<file path="src/rtl/tug_pkg.sv">
// Shared constants and helpers for the tug-of-war playfield.
// Positions run 0 (leftmost light) to 8 (rightmost light).
package tug_pkg;

    localparam int POS_W  = 4;
    localparam int N_LEDS = 9;

    typedef logic [POS_W-1:0]  pos_t;
    typedef logic [N_LEDS-1:0] leds_t;

    localparam pos_t POS_MIN    = 4'd0;
    localparam pos_t POS_MAX    = 4'd8;
    localparam pos_t POS_CENTER = 4'd4;
    localparam pos_t POS_STEP   = 4'd1;

    // One-hot decode: position 0 lights leds[8], position 8 lights leds[0].
    function automatic leds_t pos_to_leds(input pos_t pos);
        leds_t leds;
        if (pos <= POS_MAX) begin
            leds = leds_t'(9'd1) << (POS_MAX - pos);
        end else begin
            leds = '0;
        end
        return leds;
    endfunction

endpackage

</file>
<file path="src/rtl/press_pulse.sv">
// Key conditioning: 2-flop synchronizer, previous-sample flop and a
// registered one-cycle strobe on each released-to-pressed transition.
module press_pulse (
    input  logic clk,
    input  logic reset,
    input  logic key_n,
    output logic pulse
);

    logic r_sync1;
    logic r_sync2;
    logic r_prev;
    logic r_pulse;

    // Synchronize the raw key and strobe when the synced sample goes 1 -> 0.
    always_ff @(posedge clk) begin
        if (reset) begin
            r_sync1 <= 1'b1;
            r_sync2 <= 1'b1;
            r_prev  <= 1'b1;
            r_pulse <= 1'b0;
        end else begin
            r_sync1 <= key_n;
            r_sync2 <= r_sync1;
            r_prev  <= r_sync2;
            r_pulse <= r_prev & ~r_sync2;
        end
    end

    assign pulse = r_pulse;

endmodule

</file>
<file path="src/rtl/tug_field.sv">
// Tug-of-war playfield: two conditioned keys move a single lit position
// between the walls; a latched winner freezes the position.
module tug_field
    import tug_pkg::*;
(
    input  logic              clk,
    input  logic              reset,
    input  logic              key_l_n,
    input  logic              key_r_n,
    input  logic              game_over,
    output logic [N_LEDS-1:0] leds,
    output logic              left_end,
    output logic              right_end,
    output logic              l_pulse,
    output logic              r_pulse
);

    logic w_l_pulse;
    logic w_r_pulse;
    pos_t r_pos;

    press_pulse u_left (
        .clk   (clk),
        .reset (reset),
        .key_n (key_l_n),
        .pulse (w_l_pulse)
    );

    press_pulse u_right (
        .clk   (clk),
        .reset (reset),
        .key_n (key_r_n),
        .pulse (w_r_pulse)
    );

    // Position update: recovery, freeze/tie, then saturating moves.
    always_ff @(posedge clk) begin
        if (reset) begin
            r_pos <= POS_CENTER;
        end else if (r_pos > POS_MAX) begin
            r_pos <= POS_CENTER;
        end else if (game_over || (w_l_pulse == w_r_pulse)) begin
            r_pos <= r_pos;
        end else if (w_l_pulse && (r_pos != POS_MIN)) begin
            r_pos <= r_pos - POS_STEP;
        end else if (w_r_pulse && (r_pos != POS_MAX)) begin
            r_pos <= r_pos + POS_STEP;
        end else begin
            // A press into a wall leaves the light where it is.
            r_pos <= r_pos;
        end
    end

    assign leds      = pos_to_leds(r_pos);
    assign left_end  = (r_pos == POS_MIN);
    assign right_end = (r_pos == POS_MAX);
    assign l_pulse   = w_l_pulse;
    assign r_pulse   = w_r_pulse;

endmodule
</file>
<file path="config.mk">
export PLATFORM = sky130hd
export DESIGN_NAME = tug_field
export DESIGN_NICKNAME = d
export VERILOG_FILES = /design/src/rtl/tug_pkg.sv /design/src/rtl/press_pulse.sv /design/src/rtl/tug_field.sv
export SDC_FILE = /design/constraint.sdc
export NUM_CORES = 1
export LEC_CHECK = 0
export ABC_CLOCK_PERIOD_IN_PS = 2270
export CORE_MARGIN = 8
export CORE_UTILIZATION = 45
export DETAILED_ROUTE_END_ITERATION = 10
export PLACE_DENSITY = 0.76
export SLEW_MARGIN = 20
export SYNTH_ARGS = -nofsm -noshare
export SYNTH_HDL_FRONTEND = slang
export SYNTH_SLANG_ARGS = --single-unit
</file>
<file path="constraint.sdc">
create_clock -name clk -period 2.27 [get_ports clk]
set_clock_uncertainty 0.05 [all_clocks]
set_input_delay 0.3405 -clock clk [delete_from_list [all_inputs] [get_ports clk]]
set_output_delay 0.3405 -clock clk [all_outputs]
set_load 0.05 [all_outputs]
</file>
# Word level (Yosys, flattened, before mapping)

Cells that the tools add are included.

Add/subtract/negate cells: 3
Magnitude comparators: 2
Equal/unequal tests: 3
Shift operators: 1
Multiplexer cells: 3
Bitwise logic cells: 5
Reduce and logical (&&, ||, !) cells: 8

Operators with widths:

| cell                                                               | count |
|---|---|
| 9-bit 2-to-1 mux                                                   | 1 |
| 1-bit by 4-bit left shift with 9-bit output, first input constant  | 1 |
| 4-bit 2-to-1 mux                                                   | 2 |
| 4-bit by 1-bit adder with 4-bit output, second input constant      | 1 |
| 4-bit == test, second input constant                               | 1 |
| 4-bit > comparator, second input constant                          | 1 |
| 4-bit less-or-equal comparator, second input constant              | 1 |
| 4-bit zero test                                                    | 1 |
| 4-bit != test, second input constant                               | 1 |
| 4-bit nonzero test                                                 | 1 |
| 4-bit by 1-bit subtractor with 4-bit output, second input constant | 1 |
| 4-bit subtractor, first input constant                             | 1 |
| 1-bit inverter                                                     | 3 |
| 1-bit AND                                                          | 2 |
| 1-bit logical AND                                                  | 2 |
| 2-bit AND reduction                                                | 1 |
| 2-bit nonzero test                                                 | 1 |
| 2-bit OR reduction                                                 | 1 |
| 1-bit == test                                                      | 1 |
| 1-bit logical OR                                                   | 1 |

Bits in registers: 12
Logic and storage cells: 34

# Depth between registers and ports, before layout

Gate-level depths: netlist of run 1.

Word-level depth: 4
Mapped depth: 8
Mapped depth without buffers: 7

# Modules after synthesis

From an unflattened synthesis of run 1, not the netlist that was laid out.

Cell total of the unflattened synthesis: 67
Area total of the unflattened synthesis: 643.1 um2

Modules (own cells, without submodules):

| module      | times used | cells an instance | area an instance (um2) | seq. area each (um2) |
|---|---|---|---|---|
| tug_field   | 1          | 51                | 430.4                  | 80.1 |
| press_pulse | 2          | 8                 | 106.4                  | 80.1 |

# Least setup slack after synthesis of run 1

Ideal clock, no wire load.

Path kind: register to output
Start: register r_pos[3]
End: output leds[0]
Arrival: 2.074 ns
Required time: 1.879 ns
Slack: -0.195 ns
Stages on the path, launching flop included: 4
Path through: dfxtp_1 > buf_6 > inv_1 > nor4_1

Cells in the longest elaborated chain, start to end: 3
Elaborated cells between the ends (all ways): 4
Those cells by class: 1 x add/sub; 1 x order compare; 1 x shift; 1 x mux

RTL lines:

| item                                        | RTL line        | RTL |
|---|---|---|
| from (decl)                                 | tug_field.sv:20 | `pos_t r_pos;` |
| from (signal assigned)                      | tug_field.sv:43 | `r_pos <= r_pos;` |
| from (signal assigned)                      | tug_field.sv:45 | `r_pos <= r_pos - POS_STEP;` |
| from (signal assigned)                      | tug_field.sv:47 | `r_pos <= r_pos + POS_STEP;` |
| 4-bit subtractor                            | tug_pkg.sv:20   | `leds = leds_t'(9'd1) << (POS_MAX - pos);` |
| 1-bit by 4-bit left shift with 9-bit output | tug_pkg.sv:20   |  |
| 9-bit 2-to-1 mux (*)                        | tug_pkg.sv:19   | `if (pos <= POS_MAX) begin` |
| to (decl)                                   | tug_field.sv:11 | `output logic [N_LEDS-1:0] leds,` |

Mark *: on every way between the ends. The rest lies on a longest branch, timed or not.

# Final worst setup path of run 1

Start: register r_pos[3]
End: register r_pos[3]

Cells in the longest elaborated chain, start to end: 4
Elaborated cells between the ends (all ways): 12
Those cells by class: 2 x add/sub; 1 x order compare; 1 x eq/ne; 2 x mux; 6 x reduce/logical

RTL lines:

| item |
|---|
| branches (longest 4 deep; another with 4-bit by 1-bit adder with 4-bit output) |

Several ways; the timed one is not identified. The select of a mux whose other input is x is not followed.
A chain may end at the register's enable or synchronous reset.

==> summary.log, run 1 <==
INFO  run_status     status=finished, final reports clean
INFO  clocking       cts_repair_resize_count=0
INFO  sta            setup_tns=0ns
INFO  drt            detail_route.iter0.violations=7
INFO  grt            grt.overflow.total=0
INFO  clocking       clock-sinks=12
INFO  layout         area_growth=28.83%
INFO  sta            slew_headroom=66.53%
INFO  layout         finalNetCount=100
INFO  sta            setup-violations-final=0
INFO  layout         antenna_cells=0
INFO  drt            antenna_violating_nets_remaining=0
INFO  grt            antenna_found_initial=0
INFO  sta            grt_setup_unrepaired=no
INFO  clocking       cts_max_level=1
INFO  placed_design  io_buffers=17
INFO  critical_path  cells_on_worst_reg2reg_path=7
INFO  critical_path  crit_required=2.44ns
INFO  grt            via_count_of_the_first_global_routing_pass=546
INFO  synthesis      netlist-cell-type-count=25
INFO  drt            via_per_inst=5.333
INFO  layout         final.fill_count=120
INFO  drt            drt-wirelength-per-cell=13.53um
INFO  synthesis      syn_inst=70
INFO  clocking       cts_tree=built
INFO  pwr            pwr_density_cell=531.1mW/mm2
INFO  placed_design  finalWeightedCongestion=0.8143
INFO  synthesis      postSynthRegisterBits=12
INFO  clocking       tritoncts.num_buffers=3
INFO  drt            num_vias=560
INFO  floorplan      num_io_pins=18
INFO  critical_path  r2r_setup_slack=0.13ns
INFO  critical_path  crit_arrival=2.30ns
INFO  synthesis      synth_warnings=0
INFO  synthesis      syn_area=629.4um2
INFO  layout         regArea=240.2um2
INFO  pwr            power_leakage=0.0003499uW
INFO  synthesis      yosysSeqAreaShare=38.17%
INFO  drt            routed_wirelength=1421um
INFO  floorplan      die_wd=53.40um
INFO  synthesis      avgSynthCellArea=8.991um2
INFO  critical_path  worstSetupPathType=reg -> reg
INFO  drt            drt_pass1_iterations=4
INFO  clocking       worst_skew_pair.late_latency=0.27ns
INFO  critical_path  worst_path_max_delay_cell=dfxtp_1
INFO  sta            fmaxAchievable=467.6MHz
INFO  grt            grt_use_total=10.53%
INFO  layout         multi_input_comb_area=334.1um2
INFO  sta            finalWorstPathRequiredPeriod=2.138ns
INFO  clocking       number_of_setup_buffers_added_after_cts=0
INFO  clocking       clock_tree.buffer_depth=2
INFO  floorplan      core.rowCount=13
INFO  critical_path  end_kind=flop
INFO  critical_path  cpPeakStageDelay=0.42ns
INFO  drt            detail_route.drc_violations=0
INFO  pwr            design_power_total=430.6uW
INFO  layout         layout.cells.most_common=buf_4
INFO  run            max-cap-violations=0
INFO  worst_hold_path hold-path-cell-count=2
INFO  grt            wire_length_of_the_first_global_routing_pass=2318um
INFO  clocking       clkTransAtPathRegs=0.07ns
INFO  pwr            ir_worst_vdd=0.0002663V
INFO  layout         utilization=62.31%
INFO  layout         drive_above_1_share=31.11%
INFO  floorplan      die_h=53.40um
INFO  layout         final_cell_mix=buf_4 (15), dfxtp_1 (12), nor2_1 (8)
INFO  synthesis      syn_nets=78
INFO  placed_design  dp_hpwl=1118um
INFO  sta            slew_violations=0
INFO  critical_path  critPathMaxFanout=9
INFO  grt            grt_max_degree=12
INFO  critical_path  path_cells=o41ai_4 > inv_1 > ha_1 > a21oi_1 > nand3_2 > a311o_1 > nand2_1
INFO  floorplan      die-area=0.002851mm2
INFO  floorplan      initial_core_util=48.37%
INFO  clocking       cts.hold.buffers_added=0
INFO  sta            timing_hold_violations_final=0
INFO  critical_path  worstSetupStartpointType=flop
INFO  sta            timing.final.crit_share=94.20%
INFO  worst_hold_path worstHoldPathType=reg -> reg
INFO  floorplan      design.core.area=0.001301mm2
INFO  sta            tightest_slew=0.5005ns
INFO  clocking       cts_root_buf=clkbuf_4
area by class of cell:
cell class / instances / share of cell area, %
clock buffer: 3 / 2.778
inverter: 6 / 2.778
multi-input combinational: 48 / 41.20
sequential: 12 / 29.63
tap: 15 / 2.315
timing repair buffer: 21 / 21.30
routing by layer:
| metal | vias up | track usage [%] | part of all wire, % |
|---|---|---|---|
| met5 | - | 0 | 0 |
| met4 | 0 | 3.782 | 0.42 |
| met3 | 2 | 3.361 | 9.6 |
| met2 | 20 | 18.75 | 46 |
| met1 | 260 | 11.25 | 44 |
| li1 | 278 | - | - |
worst max-delay path: cells and delay by family, from the launching register on:
family	cells	cell delay [ns]
DFF	1	0.42
adders and majority gates	1	0.33
AOI/OAI and AO/OA	3	1.00
and+or+nand+nor	2	0.17
buffers and inverters	1	0.10
power by group:
part | switching (uW) | internal (uW) | total (uW)
registers | 5.02 | 218 | 223
logic | 50.3 | 31.8 | 82.1
clock network | 64.1 | 61.3 | 125
stage by stage:
stage | cells | cell area (um2) | worst slack, ns | hold WS, ns
final | 105 | 810.8 | 0.1316 | 0.3591
after CTS | 105 | 810.8 | 0.1499 | 0.3686
after detailed placement | 102 | 788.3 | 0.1828 | 0.3523
after global placement | 102 | 788.3 | 0.2667 | 0.3429
after global routing | 105 | 810.8 | 0.01538 | 0.3799
after floorplan | 70 | 629.4 | -0.1948 | 0.3395
final timing paths:
kind / from / endpoint
max reg2reg: r_pos[3]$_SDFFE_PP0P_ / r_pos[3]$_SDFFE_PP0P_
min reg2reg: u_right.r_prev$_SDFF_PP1_ / u_right.pulse$_SDFF_PP0_
min: u_right.r_prev$_SDFF_PP1_ / u_right.pulse$_SDFF_PP0_
max: r_pos[3]$_SDFFE_PP0P_ / r_pos[3]$_SDFFE_PP0P_
kinds of logic (layout without fill, tap and decap cells):
group                    after synthesis  in the layout  share of synthesized area (%)
AND/OR/NAND/NOR                       33             33                          26.84
flip-flops                            12             12                          38.17
buffers and inverters                 10             30                          8.747
AO/OA/AOI/OAI                          8              8                          13.32
adder cells (fa/ha/maj)                3              3                          7.157
XOR/XNOR                               3              3                          4.176
multiplexers                           1              1                          1.591
synth_stat cells:
cell      count  area share (%)
dfxtp_1      12              38
nor2_1        8             4.8
inv_1         6             3.6
nand2_1       6             3.6
or2_2         6             6.0
nor3_1        5             4.0
nor4_1        4             4.0
xnor2_1       3             4.2
buf_2         2             1.6
buf_6         2             3.6
ha_1          2             4.0
a211oi_1      1             1.2
a211oi_2      1             2.0
a21o_2        1             1.4
a21oi_1       1            0.79
a311o_1       1             1.6
fa_1          1             3.2
mux2i_1       1             1.6
nand3_1       1            0.79
nand3_2       1             1.6
nand3b_1      1             1.2
nand4_1       1            0.99
o21ai_0       1            0.79
o21bai_1      1             1.2
o41ai_4       1             4.4
sequential cells by signal, indices dropped and copies added, names as in the netlist:
name and count:
u_left.r_sync1 1, u_right.pulse 1, u_right.r_prev 1, u_left.r_sync2 1, u_right.r_sync2 1, u_left.pulse 1, u_left.r_prev 1, r_pos 4
u_right.r_sync1 1
No activity file was read; power rests on OpenSTA's default activity.
==> inputs of run 2 (changes only) <==
PLACE_DENSITY = 0.86   (was 0.76)
==> run 2 against run 1 <==
Net effect:
- worst setup slack better by 0.036 ns
- combinational power down 1%
- sequential power about the same
- maximum frequency up 1.7%
- sequential share of layout area down 0.14 points
- total power down 1.3%
- clock-buffer cell count unchanged
- global-route usage down 1.2 points
- non-clock buffer count unchanged
- critical endpoint unchanged
==> summary.log, run 2 (synthesis gave the netlist of run 1 again) <==
INFO  layout         final.fill_count=124
INFO  sta            timing.final.crit_share=92.63%
INFO  layout         antenna_cells=0
INFO  critical_path  end_kind=flop
INFO  drt            highest-signal-layer=met3
INFO  sta            slew_violations=0
INFO  floorplan      initial_core_util=48.37%
INFO  clocking       clock-sinks=12
INFO  sta            grt_setup_unrepaired=no
INFO  sta            slew_headroom=66.39%
INFO  critical_path  worst_path_max_delay_cell=dfxtp_1
INFO  sta            fmaxAchievable=475.6MHz
INFO  worst_hold_path worstHoldPathType=reg -> reg
INFO  critical_path  crit_start=r_pos[3]$_SDFFE_PP0P_
INFO  drt            route.met3.wl=145um
INFO  drt            drt_pass1_iterations=4
INFO  critical_path  number_of_stages_on_the_worst_setup_path=7
INFO  pwr            power_leakage=0.0003509uW
INFO  drt            routed_wirelength=1288um
INFO  drt            antenna_violating_nets_remaining=0
INFO  drt            met2WireLength=626um
INFO  floorplan      design.core.area=0.001301mm2
INFO  clocking       worst_skew_pair.late_latency=0.26ns
INFO  grt            via_count_of_the_first_global_routing_pass=524
INFO  drt            drt-wirelength-per-cell=12.27um
INFO  layout         finalNetCount=100
INFO  critical_path  cells_on_worst_reg2reg_path=7
INFO  sta            tightest_slew=0.5026ns
INFO  critical_path  worstSetupStartpointType=flop
INFO  grt            grt.overflow.total=0
INFO  critical_path  crit_arrival=2.26ns
INFO  critical_path  crit_required=2.42ns
INFO  pwr            pwr_density_cell=521.8mW/mm2
INFO  clocking       tritoncts.num_buffers=3
INFO  drt            via_per_inst=5.124
INFO  placed_design  place_inst=102
INFO  sta            finalWorstPathRequiredPeriod=2.103ns
INFO  grt            grt_max_degree=12
INFO  clocking       cts.hold.buffers_added=0
INFO  sta            timing_hold_violations_final=0
INFO  layout         layout.cells.most_common=buf_4
INFO  run            max-cap-violations=0
INFO  drt            detail_route.drc_violations=0
INFO  grt            antenna_found_initial=0
INFO  critical_path  cpPeakStageDelay=0.41ns
INFO  critical_path  critPathMaxFanout=9
INFO  grt            wire_length_of_the_first_global_routing_pass=2028um
INFO  placed_design  finalWeightedCongestion=0.7904
INFO  floorplan      die_h=53.40um
INFO  drt            route.layer.met1.wl=516um
INFO  floorplan      die-area=0.002851mm2
INFO  floorplan      core.rowCount=13
INFO  critical_path  path_cells=o41ai_4 > inv_1 > ha_1 > nand3_1 > a21o_2 > a311o_1 > nand2_1
INFO  pwr            ir_worst_vdd=0.0003820V
INFO  run_status     status=finished, final reports clean
INFO  grt            grt_use_total=9.284%
INFO  drt            num_vias=538
INFO  layout         final_cell_mix=buf_4 (15), dfxtp_1 (12), nor2_1 (8)
INFO  placed_design  dp_hpwl=1074um
INFO  placed_design  placed_cell_area=788.3um2
INFO  sta            setup-violations-final=0
INFO  worst_hold_path hold-path-cell-count=2
INFO  critical_path  worstSetupPathType=reg -> reg
INFO  layout         area_growth=29.42%
INFO  layout         final_cell_area=814.5um2
INFO  clocking       clock_tree.buffer_depth=2
INFO  critical_path  reg2reg_from=r_pos[3]$_SDFFE_PP0P_
INFO  floorplan      num_io_pins=18
INFO  clocking       cts_tree=built
INFO  layout         drive_above_1_share=32.22%
INFO  critical_path  crit_buf_inv=1
INFO  layout         largest_register_ff_count=4
INFO  clocking       number_of_setup_buffers_added_after_cts=0
INFO  layout         largest-register=r_pos
INFO  drt            detail_route.iter0.violations=5
INFO  critical_path  critPathTopFamily=compound AO/OA/AOI/OAI gates
INFO  clocking       cts_max_level=1
INFO  clocking       cts_root_buf=clkbuf_4
INFO  worst_hold_path min-delay-start=u_left.r_prev$_SDFF_PP1_
INFO  layout         fin_cells=105
INFO  placed_design  io_buffers=17
INFO  clocking       clkTransAtPathRegs=0.07ns
INFO  floorplan      die_wd=53.40um
run 2: final timing paths:
kind / endpoint / slack, ns
worst max-delay path: r_pos[3]$_SDFFE_PP0P_ / 0.17
worst min-delay path: u_left.pulse$_SDFF_PP0_ / 0.36
worst max register to register: r_pos[3]$_SDFFE_PP0P_ / 0.17
worst min register to register: u_left.pulse$_SDFF_PP0_ / 0.36
run 2: area by class of cell:
class,count,area [um2],share of cell area (%)
Multi-Input combinational cell,48,337.8,41.47
Sequential cell,12,240.2,29.49
Timing Repair Buffer,21,172.7,21.20
Clock buffer,3,22.52,2.765
Inverter,6,22.52,2.765
Tap cell,15,18.77,2.304
run 2: repair_timing:
item                                    in CTS  in global routing
endpoints found under the hold margin        0                  0
gates resized for setup                      0                  1
endpoints found under the setup margin       0                  1
run 2: where the power goes:
part | switching (uW) | internal [uW] | leakage, uW
clock network | 59.8 | 61.1 | 0.0000138
logic | 48.9 | 32.0 | 0.000239
registers | 5.00 | 218 | 0.0000983
total | 114 | 311 | 0.000351
run 2: through the flow:
step / utilization [%] / power (uW) / setup slack (ns) / hold WS [ns] / TNS (ns)
floorplan: - / 282.5 / -0.1948 / 0.3395 / -0.6947
global placement: 60.58 / 307.1 / 0.2764 / 0.3461 / 0
detailed placement: 60.58 / 308.6 / 0.1817 / 0.3472 / 0
CTS: 62.31 / 432.0 / 0.1648 / 0.3630 / 0
global route: 62.60 / 446.4 / 0.02887 / 0.3767 / 0
finish: 62.60 / 425.0 / 0.1673 / 0.3609 / 0
run 2: metal layers:
layer,vias up,track usage [%]
met1,238,8.689
met2,21,16.41
met4,0,6.723
met3,0,3.081
met5,-,0
li1,279,-
run 2: worst register-to-register path: cells and delay by family, from the launching register on:
kind                       cells  cell delay (ns)
DFF                            1             0.41
adders and majority gates      1             0.35
AOI/OAI and AO/OA              3             0.92
buffers and inverters          1             0.11
and+or+nand+nor                2             0.19
==> inputs of run 3 (changes only) <==
SLEW_MARGIN = unset   (was 20)
==> results of run 3 <==
No change in the layout: final DEF, timing and power equal those of run 2.
